===== src/rtl/uart_fifo.sv =====
// UART with TX/RX FIFOs, ready/valid flow control, overflow and frame-error pulses.
// Define UART_PARITY_EN to add one even-parity bit after D7 in both directions.
module uart_fifo #(
  parameter int CLK_PER_BIT = 868,
  parameter int FIFO_DEPTH  = 16,
  parameter int CW          = $clog2(FIFO_DEPTH) + 1
) (
  input  logic          clock,
  input  logic          reset,
  input  logic          UART_RX,
  output logic          UART_TX,
  input  logic          tx_valid,
  input  logic [7:0]    tx_data,
  output logic          tx_ready,
  output logic [CW-1:0] tx_count,
  output logic          rx_valid,
  output logic [7:0]    rx_data,
  input  logic          rx_ready,
  output logic [CW-1:0] rx_count,
  output logic          rx_overflow,
  output logic          rx_frame_error
);

  localparam int AW = $clog2(FIFO_DEPTH);
  localparam int TW = $clog2(CLK_PER_BIT);
  localparam logic [TW-1:0] T_LAST = TW'(CLK_PER_BIT - 1);
  localparam logic [TW-1:0] T_HALF = TW'(CLK_PER_BIT / 2 - 1);

  typedef enum logic [2:0] {
    S_IDLE,
    S_START,
    S_DATA,
`ifdef UART_PARITY_EN
    S_PARITY,
`endif
    S_STOP
  } state_e;

  // ---------------- TX FIFO ----------------
  logic [7:0]    tx_mem [FIFO_DEPTH];
  logic [AW-1:0] tx_wr_q, tx_wr_d, tx_rd_q, tx_rd_d;
  logic [CW-1:0] tx_cnt_q, tx_cnt_d;
  logic          tx_push, tx_pop, tx_empty;
  logic [7:0]    tx_head;

  assign tx_ready = (tx_cnt_q != CW'(FIFO_DEPTH));
  assign tx_empty = (tx_cnt_q == '0);
  assign tx_push  = tx_valid && tx_ready;
  assign tx_head  = tx_mem[tx_rd_q];
  assign tx_count = tx_cnt_q;

  always_comb begin
    tx_wr_d  = tx_wr_q + AW'(tx_push);
    tx_rd_d  = tx_rd_q + AW'(tx_pop);
    tx_cnt_d = tx_cnt_q + CW'(tx_push) - CW'(tx_pop);
  end

  // NOTE: storage arrays carry no reset; only pointers and counts define validity.
  always_ff @(posedge clock) begin
    if (tx_push) tx_mem[tx_wr_q] <= tx_data;
  end

  // ---------------- TX FSM ----------------
  state_e        tx_state_q, tx_state_d;
  logic [TW-1:0] tx_timer_q, tx_timer_d;
  logic [2:0]    tx_idx_q, tx_idx_d;
  logic [7:0]    tx_shift_q, tx_shift_d;
  logic          tx_line_q, tx_line_d;
  logic          tx_tick;
`ifdef UART_PARITY_EN
  logic          tx_par_q, tx_par_d;
`endif

  assign tx_tick = (tx_timer_q == T_LAST);
  assign UART_TX = tx_line_q;

  always_comb begin
    // NOTE: every combinational output is defaulted first so no latch can be inferred.
    tx_state_d = tx_state_q;
    tx_timer_d = tx_timer_q;
    tx_idx_d   = tx_idx_q;
    tx_shift_d = tx_shift_q;
    tx_pop     = 1'b0;
    tx_line_d  = 1'b1;
`ifdef UART_PARITY_EN
    tx_par_d   = tx_par_q;
`endif
    if (tx_state_q != S_IDLE) tx_timer_d = tx_tick ? '0 : tx_timer_q + TW'(1);
    case (tx_state_q)
      S_IDLE: begin
        if (!tx_empty) begin
          tx_pop     = 1'b1;
          tx_shift_d = tx_head;
`ifdef UART_PARITY_EN
          tx_par_d   = ^tx_head;
`endif
          tx_timer_d = '0;
          tx_state_d = S_START;
        end
      end
      S_START: begin
        tx_line_d = 1'b0;
        if (tx_tick) begin
          tx_idx_d   = '0;
          tx_state_d = S_DATA;
        end
      end
      S_DATA: begin
        tx_line_d = tx_shift_q[0];
        if (tx_tick) begin
          tx_shift_d = {1'b0, tx_shift_q[7:1]};
          tx_idx_d   = tx_idx_q + 3'd1;
`ifdef UART_PARITY_EN
          if (tx_idx_q == 3'd7) tx_state_d = S_PARITY;
`else
          if (tx_idx_q == 3'd7) tx_state_d = S_STOP;
`endif
        end
      end
`ifdef UART_PARITY_EN
      S_PARITY: begin
        tx_line_d = tx_par_q;
        if (tx_tick) tx_state_d = S_STOP;
      end
`endif
      S_STOP: begin
        if (tx_tick) begin
          // Chain straight into the next start bit when more data is queued.
          if (!tx_empty) begin
            tx_pop     = 1'b1;
            tx_shift_d = tx_head;
`ifdef UART_PARITY_EN
            tx_par_d   = ^tx_head;
`endif
            tx_state_d = S_START;
          end else begin
            tx_state_d = S_IDLE;
          end
        end
      end
      default: tx_state_d = S_IDLE;
    endcase
  end

  // ---------------- RX path ----------------
  logic          rx_meta_q, rx_meta_d, rx_sync_q, rx_sync_d;
  state_e        rx_state_q, rx_state_d;
  logic [TW-1:0] rx_timer_q, rx_timer_d;
  logic [2:0]    rx_idx_q, rx_idx_d;
  logic [7:0]    rx_shift_q, rx_shift_d;
  logic          rx_armed_q, rx_armed_d;
  logic          rx_push_q, rx_push_d;
  logic          rx_ferr_q, rx_ferr_d;
  logic          rx_ovf_q, rx_ovf_d;
  logic          rx_tick, rx_stop_ok;
`ifdef UART_PARITY_EN
  logic          rx_par_q, rx_par_d;
  assign rx_stop_ok = rx_sync_q && !rx_par_q;
`else
  assign rx_stop_ok = rx_sync_q;
`endif

  assign rx_tick = (rx_timer_q == T_LAST);

  always_comb begin
    rx_meta_d  = UART_RX;
    rx_sync_d  = rx_meta_q;
    rx_state_d = rx_state_q;
    rx_timer_d = rx_timer_q;
    rx_idx_d   = rx_idx_q;
    rx_shift_d = rx_shift_q;
    // After a bad stop bit the receiver stays disarmed until the line is seen high.
    rx_armed_d = rx_armed_q | rx_sync_q;
    rx_push_d  = 1'b0;
    rx_ferr_d  = 1'b0;
`ifdef UART_PARITY_EN
    rx_par_d   = rx_par_q;
`endif
    case (rx_state_q)
      S_IDLE: begin
        rx_timer_d = '0;
        if (rx_armed_q && !rx_sync_q) rx_state_d = S_START;
      end
      S_START: begin
        if (rx_timer_q == T_HALF) begin
          rx_timer_d = '0;
          rx_idx_d   = '0;
`ifdef UART_PARITY_EN
          rx_par_d   = 1'b0;
`endif
          rx_state_d = rx_sync_q ? S_IDLE : S_DATA;
        end else begin
          rx_timer_d = rx_timer_q + TW'(1);
        end
      end
      S_DATA: begin
        rx_timer_d = rx_tick ? '0 : rx_timer_q + TW'(1);
        if (rx_tick) begin
          rx_shift_d = {rx_sync_q, rx_shift_q[7:1]};
          rx_idx_d   = rx_idx_q + 3'd1;
`ifdef UART_PARITY_EN
          rx_par_d   = rx_par_q ^ rx_sync_q;
          if (rx_idx_q == 3'd7) rx_state_d = S_PARITY;
`else
          if (rx_idx_q == 3'd7) rx_state_d = S_STOP;
`endif
        end
      end
`ifdef UART_PARITY_EN
      S_PARITY: begin
        rx_timer_d = rx_tick ? '0 : rx_timer_q + TW'(1);
        if (rx_tick) begin
          rx_par_d   = rx_par_q ^ rx_sync_q;
          rx_state_d = S_STOP;
        end
      end
`endif
      S_STOP: begin
        rx_timer_d = rx_tick ? '0 : rx_timer_q + TW'(1);
        if (rx_tick) begin
          rx_state_d = S_IDLE;
          if (rx_stop_ok) begin
            rx_push_d = 1'b1;
          end else begin
            rx_ferr_d  = 1'b1;
            rx_armed_d = 1'b0;
          end
        end
      end
      default: rx_state_d = S_IDLE;
    endcase
  end

  // ---------------- RX FIFO (first-word-fall-through) ----------------
  logic [7:0]    rx_mem [FIFO_DEPTH];
  logic [AW-1:0] rx_wr_q, rx_wr_d, rx_rd_q, rx_rd_d;
  logic [CW-1:0] rx_cnt_q, rx_cnt_d;
  logic          rx_pop, rx_accept;

  assign rx_valid  = (rx_cnt_q != '0);
  assign rx_pop    = rx_ready && rx_valid;
  assign rx_accept = rx_push_q && ((rx_cnt_q != CW'(FIFO_DEPTH)) || rx_pop);
  assign rx_data   = rx_valid ? rx_mem[rx_rd_q] : 8'h00;
  assign rx_count  = rx_cnt_q;
  assign rx_overflow    = rx_ovf_q;
  assign rx_frame_error = rx_ferr_q;

  always_comb begin
    rx_wr_d  = rx_wr_q + AW'(rx_accept);
    rx_rd_d  = rx_rd_q + AW'(rx_pop);
    rx_cnt_d = rx_cnt_q + CW'(rx_accept) - CW'(rx_pop);
    rx_ovf_d = rx_push_q && !rx_accept;
  end

  always_ff @(posedge clock) begin
    if (rx_accept) rx_mem[rx_wr_q] <= rx_shift_q;
  end

  // ---------------- State registers ----------------
  // NOTE: sequential state uses non-blocking assignments so every flop samples pre-edge values.
  always_ff @(posedge clock or posedge reset) begin
    if (reset) begin
      tx_wr_q    <= '0;
      tx_rd_q    <= '0;
      tx_cnt_q   <= '0;
      tx_state_q <= S_IDLE;
      tx_timer_q <= '0;
      tx_idx_q   <= '0;
      tx_shift_q <= '0;
      tx_line_q  <= 1'b1;
      rx_meta_q  <= 1'b1;
      rx_sync_q  <= 1'b1;
      rx_state_q <= S_IDLE;
      rx_timer_q <= '0;
      rx_idx_q   <= '0;
      rx_shift_q <= '0;
      rx_armed_q <= 1'b1;
      rx_push_q  <= 1'b0;
      rx_ferr_q  <= 1'b0;
      rx_ovf_q   <= 1'b0;
      rx_wr_q    <= '0;
      rx_rd_q    <= '0;
      rx_cnt_q   <= '0;
`ifdef UART_PARITY_EN
      tx_par_q   <= 1'b0;
      rx_par_q   <= 1'b0;
`endif
    end else begin
      tx_wr_q    <= tx_wr_d;
      tx_rd_q    <= tx_rd_d;
      tx_cnt_q   <= tx_cnt_d;
      tx_state_q <= tx_state_d;
      tx_timer_q <= tx_timer_d;
      tx_idx_q   <= tx_idx_d;
      tx_shift_q <= tx_shift_d;
      tx_line_q  <= tx_line_d;
      rx_meta_q  <= rx_meta_d;
      rx_sync_q  <= rx_sync_d;
      rx_state_q <= rx_state_d;
      rx_timer_q <= rx_timer_d;
      rx_idx_q   <= rx_idx_d;
      rx_shift_q <= rx_shift_d;
      rx_armed_q <= rx_armed_d;
      rx_push_q  <= rx_push_d;
      rx_ferr_q  <= rx_ferr_d;
      rx_ovf_q   <= rx_ovf_d;
      rx_wr_q    <= rx_wr_d;
      rx_rd_q    <= rx_rd_d;
      rx_cnt_q   <= rx_cnt_d;
`ifdef UART_PARITY_EN
      tx_par_q   <= tx_par_d;
      rx_par_q   <= rx_par_d;
`endif
    end
  end

endmodule


===== config.mk =====
export PLATFORM = sky130hd
export DESIGN_NAME = uart_fifo
export DESIGN_NICKNAME = d
export VERILOG_FILES = /design/src/rtl/uart_fifo.sv
export SDC_FILE = /design/constraint.sdc
export NUM_CORES = 1
export LEC_CHECK = 0
export BUFFER_PORTS_ARGS = -buffer_cell sky130_fd_sc_hd__buf_4
export CAP_MARGIN = 5
export CORE_MARGIN = 4
export CORE_UTILIZATION = 56
export CTS_CLUSTER_DIAMETER = 150
export DETAILED_ROUTE_END_ITERATION = 10
export GPL_TIMING_DRIVEN = 0
export PLACE_DENSITY = 0.81
export SYNTH_ARGS = -nofsm -noshare
export SYNTH_HDL_FRONTEND = slang
export SYNTH_SLANG_ARGS = --single-unit

===== constraint.sdc =====
create_clock -name clock -period 2.9 [get_ports clock]
set_clock_uncertainty 0.2 [all_clocks]
set_input_delay 0 -clock clock [delete_from_list [all_inputs] [get_ports clock]]
set_output_delay 0 -clock clock [all_outputs]
set_load 0.02 [all_outputs]

==> Yosys cells after proc, flatten, opt, wreduce, memory -nomap -nowiden <==
Memories as Yosys holds them, arrays and structs flattened.
Index checks and enable logic that the tools add are counted.
Widths: inputs -> output; s select.
{ "word_totals": {"n_memories": 2, "regBits": 81, "latchBits": 0, "mem_bits_ro": 0, "in_bits": 13, "ram_bits": 256} }
{ "op_classes": {"shifts": 0, "n_mux": 49, "n_lt_le_gt_ge": 0, "n_reduce_logical": 24, "eq_ne": 23, "n_div": 0, "n_addsub": 12, "multipliers": 0, "bitwise": 1} }
{ "memory_table": {"columns": ["memory", "words", "word_bits", "rd", "rd_ports_with_merged_regs", "write_ports", "line", "source"], "rows": [
  ["rx_mem", 16, 8, 1, 0, 1, "235", "logic [7:0] rx_mem [FIFO_DEPTH];"],
  ["tx_mem", 16, 8, 1, 0, 1, "40", "logic [7:0] tx_mem [FIFO_DEPTH];"]
]} }
{ "ops": {"columns": ["cell", "count"], "rows": [
  ["$mux 10", 6],
  ["$mux 3", 14],
  ["$mux 8", 4],
  ["$pmux 10 s3", 1],
  ["$pmux 3 s4", 2],
  ["$pmux 8 s3", 1],
  ["$add 10x1->10 const B", 2],
  ["$eq 10x10->1 const B", 2],
  ["$ne 2x2->1 const B", 10],
  ["$add 4x1->4", 4],
  ["$mux 1", 16],
  ["$eq 3x2->1 const B", 4],
  ["$pmux 3 s2", 2],
  ["$add 5x1->5", 2],
  ["$eq 10x9->1 const B", 1],
  ["$ne 5x5->1 const B", 2],
  ["$reduce_and 5->1", 2],
  ["$sub 5x1->5", 2],
  ["$reduce_and 3->1", 3],
  ["$reduce_bool 3->1", 3],
  ["$add 3x1->3 const B", 2],
  ["$eq 3x1->1 const B", 2],
  ["$eq 3x3->1 const B", 2],
  ["$logic_not 3->1", 2],
  ["11 further kinds", 18]
]} }

==> Logic depth before layout (Yosys ltp) <==
Gate-level depths: netlist (run 1).
{ "logic_depth": {"word_depth": 6, "mapped_depth": 14, "depth_no_buf": 14} }

==> Worst setup path after synthesis (run 1) <==
Ideal clock, no wire load.
{ "synth_path": {"path_type": "flip-flop to flip-flop", "start": "register rx_cnt_q[3], in the netlist rx_count[3]", "end": "register rx_cnt_q[4], in the netlist rx_count[4]", "setup_ps": 80, "n_path_buf": 0, "t_arrival_ps": 2852, "t_required_ps": 2620, "path_stages_with_launch": 15, "slack_ps": -232, "cell_sequence": "dfrtp_1 -> inv_1 -> ha_1 -> or3b_1 -> nor2_1 -> nor2b_1 -> ha_1 -> inv_1 -> ha_1 -> inv_1 -> fa_1 -> inv_1 -> a21oi_1 -> o21bai_1 -> xnor2_1"} }
{ "synth_via": {"elab_chain_len": 6, "elab_cells_between_ends": 7, "cone_classes": "add/sub (2); eq/ne (1); reduce/logical (4)"} }
{ "synth_lines": {"columns": ["item", "line", "source"], "rows": [
  ["start, declared", "237", "logic [CW-1:0] rx_cnt_q, rx_cnt_d;"],
  ["start signal, assigned", "309", "rx_cnt_q <= rx_cnt_d;"],
  ["$reduce_bool 5->1", "240", "assign rx_valid = (rx_cnt_q != '0);"],
  ["$logic_and 1x1->1", "241", "assign rx_pop = rx_ready && rx_valid;"],
  ["$logic_or 1x1->1", "242", "assign rx_accept = rx_push_q && ((rx_cnt_q != CW'(FIFO_DEPTH)) || rx_pop);"],
  ["$logic_and 1x1->1", "242", null],
  ["$add 5x1->5", "251", "rx_cnt_d = rx_cnt_q + CW'(rx_accept) - CW'(rx_pop);"],
  ["$sub 5x1->5 (*)", "251", null],
  ["net rx_cnt_d[4]", "237", null]
]} }
Mark *: on every way through the listed nets, which the timed path passes. The rest lies on a longest branch.
A chain may end at the register's enable or synchronous reset.

==> Final worst setup path (run 1) <==
Ends and elaborated chain as after synthesis.

==> summary.txt, run 1 <==
Yosys top cell by area -> edfxtp_1
Clock transition at path regs -> 0.06 ns
core outline area -> 24200 sq um
syn_nets -> 827
starting density of the core -> 0.567
Buf/Inv on CP -> 4
Worst path slowest cell -> dfrtp_2
# nets final -> 927
kind of critical path -> reg2reg
Congestion Overflow GR -> 0
most frequent cell after synthesis -> edfxtp_1
cell mode on critical path -> inv_2
syn avg cell area -> 17.6 sq um
Fmax -> 345 MHz
Die Width -> 165 microns
Yosys reg bits -> 335
Die Span Y -> 165 microns
worst reg2reg startpoint -> rx_count[3]
crit path launch type -> flop
fin crit period -> 2.90 ns
Post-synth EDFFs -> 256
CTS tree -> done
Root Driver -> clkbuf_16
routed wire length -> 26.3 mm
slowest stage delay, CP -> 0.42 ns
drt drc -> 0
Fill cells -> 1579
layout cells sized above 1 -> 0.254
initial antenna violation count -> 0
CP startpoint -> rx_count[3]
Most used DFF post-synth -> edfxtp_1
Period Utilization, post-route -> 0.998
input/output buffers -> 35
die area -> 27100 sq um
largest delay contributor family on the critical path -> adder cells
Worst Tran Pin Value -> 0.909 ns
headroom to the max-slew limit -> 0.394
hpwl dp -> 16.7 mm
clock sink count -> 335
area grow syn2layout -> 16.2%
vias per cell -> 5.82
pwr/cell area -> 752 nW/um^2
Distinct cells, synth -> 58
synthesized instance count -> 780
Crit path required time -> 3.09 ns
WL/cell -> 21.4 microns
Post-Synthesis Cell Area -> 13700 sq um
number of max-cap violations -> 0
share of the synthesized area in the top cell type -> 0.559
synth cell count leaders -> 256 x edfxtp_1, 75 x dfrtp_1, 72 x mux4_2
Pins Over Slew Limit -> 0
Final Hold Violating Endpoints -> 0
n_diodes -> 0
Post-synth ARST share -> 0.236
worst path cell trace -> inv_2, ha_2, or3b_4, o21ai_4, ha_4, inv_2, ha_4, inv_2, fa_2, inv_2, a21oi_2, o21bai_1, xnor2_1
outcome -> completed
gr usage total -> 0.200
Via Count -> 7143
RSZ-0062 raised after global routing -> yes
synth warn -> 0
TNS Setup -> 0 ns
largest net degree at the start of global routing -> 52
vias in the first global route -> 7530
initial DRC count -> 659
global-route wire length before repair -> 41.5 mm
worst-path maximum fanout -> 3
total chip power -> 12.0 mW
endpoints failing setup -> 0
CTS Buffer Depth -> 3
Rows -> 57
# H-tree levels -> 2
critical hold path startpoint -> tx_data[1]
drt first pass iters -> 5
static leakage power -> 6.11 nW
Seq/Total Area, Yosys -> 0.703
Worst Hold Class -> in2reg
Final ANT Viol Nets -> 0
gpl congestion -> 0.802
clk_lat worst skew -> 0.50 ns
Synth area leaders -> edfxtp_1 56%, dfrtp_1 14%, mux4_2 12%, ha_1 2.9%, nor2_1 1.3%
crit end category -> flop
Num CTS Buffers -> 34
arrival time at the worst endpoint -> 3.08 ns
Peak VDD IR -> 0.000515 V
Ports -> 36
## layout by cell type, fill, tap and decap left out, drive strengths merged, types with 3 or more instances in the layout
cell	instances
nor2b	13
mux4	72
o22a	7
buf	64
mux2	12
ha	32
nor2	49
nand4	7
xnor2	13
dlygate4sd3	14
inv	29
dfrtp	75
nor3	15
xor2	13
and2	9
nand3b	6
or3	3
a21o	7
a22o	4
dfstp	4
clkinv	9
nand3	21
a21oi	16
nand2	19
o21ai	8
nand2b	6
and3	3
edfxtp	256
clkbuf	70
a22oi	16
## state kept, by name, summed over array words and instances (netlist names), 5 cells and up
signal      flops
tx_shift_q      8
rx_timer_q     10
rx_count        5
tx_mem        128
tx_count        5
tx_timer_q     10
rx_shift_q      8
rx_mem        128
## what timing repair did
| action | 4_1_cts | 5_1_grt |
|---|---|---|
| pin swaps | 3 | 14 |
| setup buffers | 4 | 11 |
| setup endpoints to repair | 63 | 28 |
| hold buffers | 14 | 0 |
| hold endpoints to repair | 213 | 0 |
| gates resized for setup | 25 | 23 |
## worst reg2reg max path, cell delays in order (launching register included)
cell,delay [ns]
dfrtp_2,0.42
inv_2,0.07
ha_2,0.17
or3b_4,0.42
o21ai_4,0.24
ha_4,0.23
inv_2,0.06
ha_4,0.13
inv_2,0.04
fa_2,0.38
inv_2,0.07
a21oi_2,0.05
o21bai_1,0.21
xnor2_1,0.10
## worst paths after layout
kind | endpoint | slack, ns | cells after the start
setup / recovery | rx_count[4] | 0.005 | 13
hold / removal | tx_mem[5][1] | 0.15 | 2
setup reg to reg | rx_count[4] | 0.005 | 13
hold reg to reg | rx_stop_ok | 0.15 | 0
max in group asynchronous | UART_TX | 1.42 | 5
min in group asynchronous | rx_state_q[0] | 0.46 | 4
## metrics by stage
stage | area, sq um | setup WS, ns | utilization | hold WS, ns | std cells
global placement | 14400 | -0.550 | 0.596 | -0.0918 | 1139
floorplan | 13800 | 0.00641 | - | -0.196 | 780
global route | 16000 | -0.0973 | 0.659 | 0.164 | 1227
detailed placement | 14500 | -0.478 | 0.598 | -0.172 | 1142
finish | 16000 | 0.00497 | 0.659 | 0.151 | 1227
CTS | 15800 | 0.0179 | 0.652 | 0.137 | 1216
## routing by layer
metal | routed length (microns) | vias to the layer above | GRT usage
li1 | - | 3235 | -
met1 | 10300 | 3664 | 0.257
met2 | 13900 | 185 | 0.347
met3 | 1150 | 59 | 0.0322
met4 | 912 | 0 | 0.0733
met5 | 0 | - | 0
## kinds of logic after synthesis
| family | Yosys count | share of synthesized area |
|---|---|---|
| flops | 335 | 0.703 |
| simple gates | 164 | 0.0631 |
| mux | 86 | 0.129 |
| compound gates | 70 | 0.0355 |
| buf+inv | 65 | 0.0202 |
| fa+ha+maj | 34 | 0.0320 |
| xor+xnor | 26 | 0.0166 |
## power by group
| group | internal [mW] | total [mW] | switching [mW] |
|---|---|---|---|
| Clock | 2.44 | 4.14 | 1.70 |
| Sequential | 5.53 | 5.80 | 0.268 |
| Combinational | 0.935 | 2.08 | 1.14 |
## area by class of cell
class / count / area (sq um) / area share
clock buffers: 47 / 941 / 0.0589
plain buffers: 34 / 189 / 0.0118
repair buffers: 67 / 571 / 0.0357
multi-input cells: 380 / 3980 / 0.249
well taps: 324 / 405 / 0.0254
inverters: 28 / 108 / 0.00674
flip-flops and latches: 335 / 9670 / 0.606
clock inverters: 12 / 108 / 0.00674
Power figures use the tool's default switching activity.
==> inputs of run 2 (changes only) <==
PLACE_DENSITY = 0.76   (was 0.81)
==> summary.txt, run 2 (synthesized netlist as in run 1, its figures left out) <==
initial antenna violation count -> 0
Clock transition at path regs -> 0.06 ns
Crit path required time -> 3.12 ns
die area -> 27100 sq um
gr usage total -> 0.205
pwr/cell area -> 752 nW/um^2
R2R Setup Slk -> -0.05 ns
Root Driver -> clkbuf_16
Placed Area -> 14500 sq um
initial DRC count -> 612
Final Worst Setup Slack -> -0.0539 ns
gpl congestion -> 0.802
Period Utilization, post-route -> 1.02
Final Hold Violating Endpoints -> 0
commonest non-fill, non-tap cell in the layout -> edfxtp_1
outcome -> finished with violations
routed wire length -> 26.6 mm
kind of critical path -> reg2reg
area grow syn2layout -> 15.7%
clock sink count -> 335
Num CTS Buffers -> 34
Peak VDD IR -> 0.000619 V
hpwl dp -> 17.1 mm
CP startpoint -> tx_timer_q[1]
CTS tree -> done
layout cells sized above 1 -> 0.243
Worst path slowest cell -> dfrtp_1
Pins Over Slew Limit -> 0
# nets final -> 922
starting density of the core -> 0.567
vias per cell -> 5.84
Congestion Overflow GR -> 0
multi-input gate area in the final layout -> 3960 sq um
Finished Core Util -> 0.656
Die Width -> 165 microns
largest net degree at the start of global routing -> 58
crit path launch type -> flop
worst reg2reg startpoint -> tx_timer_q[1]
Worst Tran Pin Value -> 1.21 ns
endpoints failing setup -> 1
R2R Path End -> tx_count[4]
headroom to the max-slew limit -> 0.187
input/output buffers -> 35
CTS Buffer Depth -> 3
# H-tree levels -> 2
Fmax -> 339 MHz
number of max-cap violations -> 0
clk_lat worst skew -> 0.50 ns
pre-CTS WS -> -0.307 ns
global-route wire length before repair -> 42.1 mm
slowest stage delay, CP -> 0.42 ns
worst-path maximum fanout -> 7
worst path cell trace -> ha_4, nor4b_4, and3_1, buf_6, a21oi_2, nor3_2, ha_1, inv_1, ha_1, fa_2, a21oi_2, nor2_1, nor2_1, xnor2_1
post-route cell area -> 15900 sq um
static leakage power -> 6.06 nW
Reg area -> 9670 sq um
failing checks -> negative setup slack
Die Span Y -> 165 microns
Fill cells -> 1656
crit end category -> flop
Ports -> 36
vias in the first global route -> 7314
CP endpoint -> tx_count[4]
core outline area -> 24200 sq um
Worst Hold Class -> reg2reg
drt drc -> 0
Final ANT Viol Nets -> 0
RSZ-0062 raised after global routing -> yes
Rows -> 57
arrival time at the worst endpoint -> 3.17 ns
n_diodes -> 0
most frequent cells in the layout -> 256 x edfxtp_1, 73 x dfrtp_1, 72 x mux4_2
Via Count -> 7148
top flop regs -> rx_mem (128), tx_mem (128)
WL/cell -> 21.7 microns
drt first pass iters -> 5
fin crit period -> 2.95 ns
R2R cell count -> 14
[run 2: cell types whose count changed in the layout (fill, tap and decap cells not counted), sizes merged]
cell / change
buf: -9
clkinvlp: +1
clkinv: +3
clkbuf: +2
[run 2: metrics by stage]
stage               hold slack [ns]  power (mW)  TNS (ns)  instances
global route                  0.163        12.5    -0.316       1224
CTS                           0.143        12.0    -0.156       1216
global placement            -0.0916        7.67    -32.97       1139
detailed placement           -0.208        7.74     -7.96       1140
finish                        0.156        12.0   -0.0539       1224
floorplan                    -0.196        7.19         0        780
[run 2: cell type report]
class                           count  share of cell area
Buffer                             37              0.0129
Sequential cell                   335               0.608
Multi-Input combinational cell    380               0.249
Inverter                           28             0.00677
Tap cell                          324              0.0255
Clock buffer                       45              0.0581
Clock inverter                     16             0.00834
Timing Repair Buffer               59              0.0312
[run 2: worst min-delay path by stage]
stage	cells past startpoint	start	endpoint
final	0	rx_meta_q	rx_stop_ok
after global routing	0	rx_meta_q	rx_stop_ok
after CTS	2	tx_data[7]	tx_mem[6][7]
after detailed placement	2	reset	tx_timer_q[0]
after global placement	1	UART_RX	rx_meta_q
after floorplan	0	UART_RX	rx_meta_q
[run 2: worst max-delay path: cells and delay by family (launching register included)]
kind                       cells  cell delay [ns]
buffers and inverters          2             0.17
xor gates and xnor gates       1             0.12
adders and majority gates      4             0.91
DFF                            1             0.42
and+or+nand+nor                5             0.86
AOI/OAI and AO/OA              2             0.20
[run 2: report_power, final]
part           internal [mW]  leakage [nW]  total, mW  switching [mW]
Sequential              5.53          3.64       5.77           0.244
Clock                   2.43         0.515       4.17            1.74
Combinational          0.906          1.91       2.02            1.11
[run 2: layer usage]
layer | wire length [microns] | GRT usage | vias up
li1 | - | - | 3226
met1 | 10600 | 0.277 | 3631
met2 | 13800 | 0.350 | 243
met3 | 1570 | 0.0337 | 48
met4 | 611 | 0.0563 | 0
met5 | 0 | 0 | -
[run 2: repair_timing]
action	CTS	global route
hold buffers	14	0
hold endpoints to repair	214	0
gates resized for setup	19	29
setup buffers	1	7
pin swaps	1	11
endpoints found under the setup margin	77	53
==> inputs of run 3 (changes only) <==
CORE_UTILIZATION = 30   (was 56)
PLACE_DENSITY = not set   (was 0.76)
==> summary.txt, run 3 (synthesized netlist as in run 1, its figures left out) <==
Pins Over Slew Limit -> 0
vias per cell -> 4.70
CTS tree -> done
Die Width -> 222 microns
kind of critical path -> reg2reg
worst-path maximum fanout -> 3
RSZ-0062 raised after global routing -> yes
TNS Setup -> 0 ns
Clock power frac -> 0.363
Num CTS Buffers -> 37
commonest non-fill, non-tap cell in the layout -> edfxtp_1
Final ANT Viol Nets -> 0
crit path launch type -> flop
Via Count -> 7109
worst reg2reg startpoint -> tx_timer_q[1]
clk_lat worst skew -> 0.53 ns
starting density of the core -> 0.303
arrival time at the worst endpoint -> 3.12 ns
Fmax -> 349 MHz
total net switching power -> 3.24 mW
most frequent cells in the layout -> 256 x edfxtp_1, 72 x mux4_2, 72 x dfrtp_1
die area -> 49300 sq um
# H-tree levels -> 2
WL/cell -> 18.0 microns
total chip power -> 12.4 mW
Worst Hold Class -> in2reg
vias in the first global route -> 7450
headroom to the max-slew limit -> 0.355
core outline area -> 45400 sq um
hpwl dp -> 17.5 mm
Period Utilization, post-route -> 0.988
number of max-cap violations -> 0
# nets final -> 932
Ports -> 36
Int Pwr -> 9.12 mW
largest net degree at the start of global routing -> 68
static leakage power -> 6.17 nW
CTS Buffer Depth -> 3
n_diodes -> 0
initial antenna violation count -> 0
Congestion Overflow GR -> 0
global-route wire length before repair -> 43.3 mm
Peak VDD IR -> 0.000479 V
critical hold path startpoint -> tx_data[7]
Worst Tran Pin Value -> 0.963 ns
gpl congestion -> 0.755
endpoints failing setup -> 0
layout cells sized above 1 -> 0.262
Die Span Y -> 222 microns
pre-CTS WS -> -0.462 ns
Final Worst Setup Slack -> 0.0336 ns
worst path cell trace -> ha_4, nor4b_4, and3_4, buf_6, a21oi_2, nor3_2, ha_1, inv_2, ha_4, fa_2, a21oi_2, nor2_1, nor2_1, xnor2_1
Finished Core Util -> 0.363
sw frac -> 0.262
fin crit period -> 2.87 ns
area grow syn2layout -> 19.8%
drt first pass iters -> 4
Worst path slowest cell -> dfrtp_1
initial DRC count -> 525
Comb power frac -> 0.169
CP startpoint -> tx_timer_q[1]
Crit path required time -> 3.15 ns
drt drc -> 0
pwr/cell area -> 751 nW/um^2
clock sink count -> 335
slowest stage delay, CP -> 0.39 ns
crit end category -> flop
Final Hold Violating Endpoints -> 0
Root Driver -> clkbuf_16
sequential share of power -> 0.468
routed wire length -> 27.3 mm
outcome -> completed
Rows -> 78
gr usage total -> 0.111
Clock transition at path regs -> 0.06 ns
top flop regs -> rx_mem (128), tx_mem (128)
input/output buffers -> 35
-- run 3: cell count changes in the layout (fill, tap and decap cells not counted), moves of 2 or more --
cell,change
buf_8,-2
clkinv_1,-2
nor3_1,-2
nor2_2,+2
nor2_1,-2
clkbuf_4,-2
buf_4,+11
buf_12,+2
clkbuf_16,+3
-- run 3: what timing repair did --
action / 4_1_cts / 5_1_grt
hold buffers: 14 / 0
endpoints found under the hold margin: 215 / 0
cloned: 0 / 0
pin swaps: 5 / 15
setup buffers: 5 / 14
gates resized for setup: 28 / 25
endpoints found under the setup margin: 72 / 124
-- run 3: worst paths after layout --
kind / end / slack, ns / cells past startpoint
min in group asynchronous: rx_count[4] / 0.35 / 4
max: tx_count[4] / 0.03 / 14
max in group asynchronous: UART_TX / 1.52 / 5
min: tx_mem[5][7] / 0.14 / 2
min reg2reg: rx_stop_ok / 0.16 / 0
max reg2reg: tx_count[4] / 0.03 / 14
-- run 3: layout make-up --
| type | count | area [sq um] |
|---|---|---|
| Fill cell | 4241 | 28900 |
| Tap cell | 600 | 751 |
| Buffer | 34 | 214 |
| Multi-Input combinational cell | 380 | 3990 |
| Clock buffer | 52 | 1010 |
| Clock inverter | 15 | 153 |
| Inverter | 28 | 108 |
| Timing Repair Buffer | 69 | 573 |
| Sequential cell | 335 | 9670 |
-- run 3: per-layer routing --
metal	up-vias	track usage	wire [microns]
li1	3268	-	-
met1	3666	0.152	12100
met2	131	0.184	13400
met3	44	0.0213	1160
met4	0	0.0290	566
met5	-	0	0
-- run 3: metrics by stage --
| step | area, sq um | hold slack (ns) | cells |
|---|---|---|---|
| floorplan | 13800 | -0.196 | 780 |
| detailed placement | 14800 | -0.256 | 1416 |
| global placement | 14800 | -0.0817 | 1415 |
| global route | 16500 | 0.163 | 1513 |
| CTS | 16300 | 0.121 | 1500 |
| finish | 16500 | 0.142 | 1513 |
-- run 3: worst max-delay path, delay by kind of cell, from the launching register on --
kind / cells / cell delay (ns)
and+or+nand+nor: 5 / 0.89
buffers and inverters: 2 / 0.13
xor gates and xnor gates: 1 / 0.13
DFF: 1 / 0.39
AOI/OAI and AO/OA: 2 / 0.16
adders and majority gates: 4 / 0.89
-- run 3: power by group through the flow --
stage / registers, mW / clock network [mW] / logic (mW)
floorplan: 5.89 / 0 / 1.30
global placement: 5.84 / 0 / 1.90
detailed placement: 5.85 / 0 / 1.94
CTS: 5.78 / 4.62 / 2.02
global route: 5.83 / 4.87 / 2.30
finish: 5.78 / 4.49 / 2.09
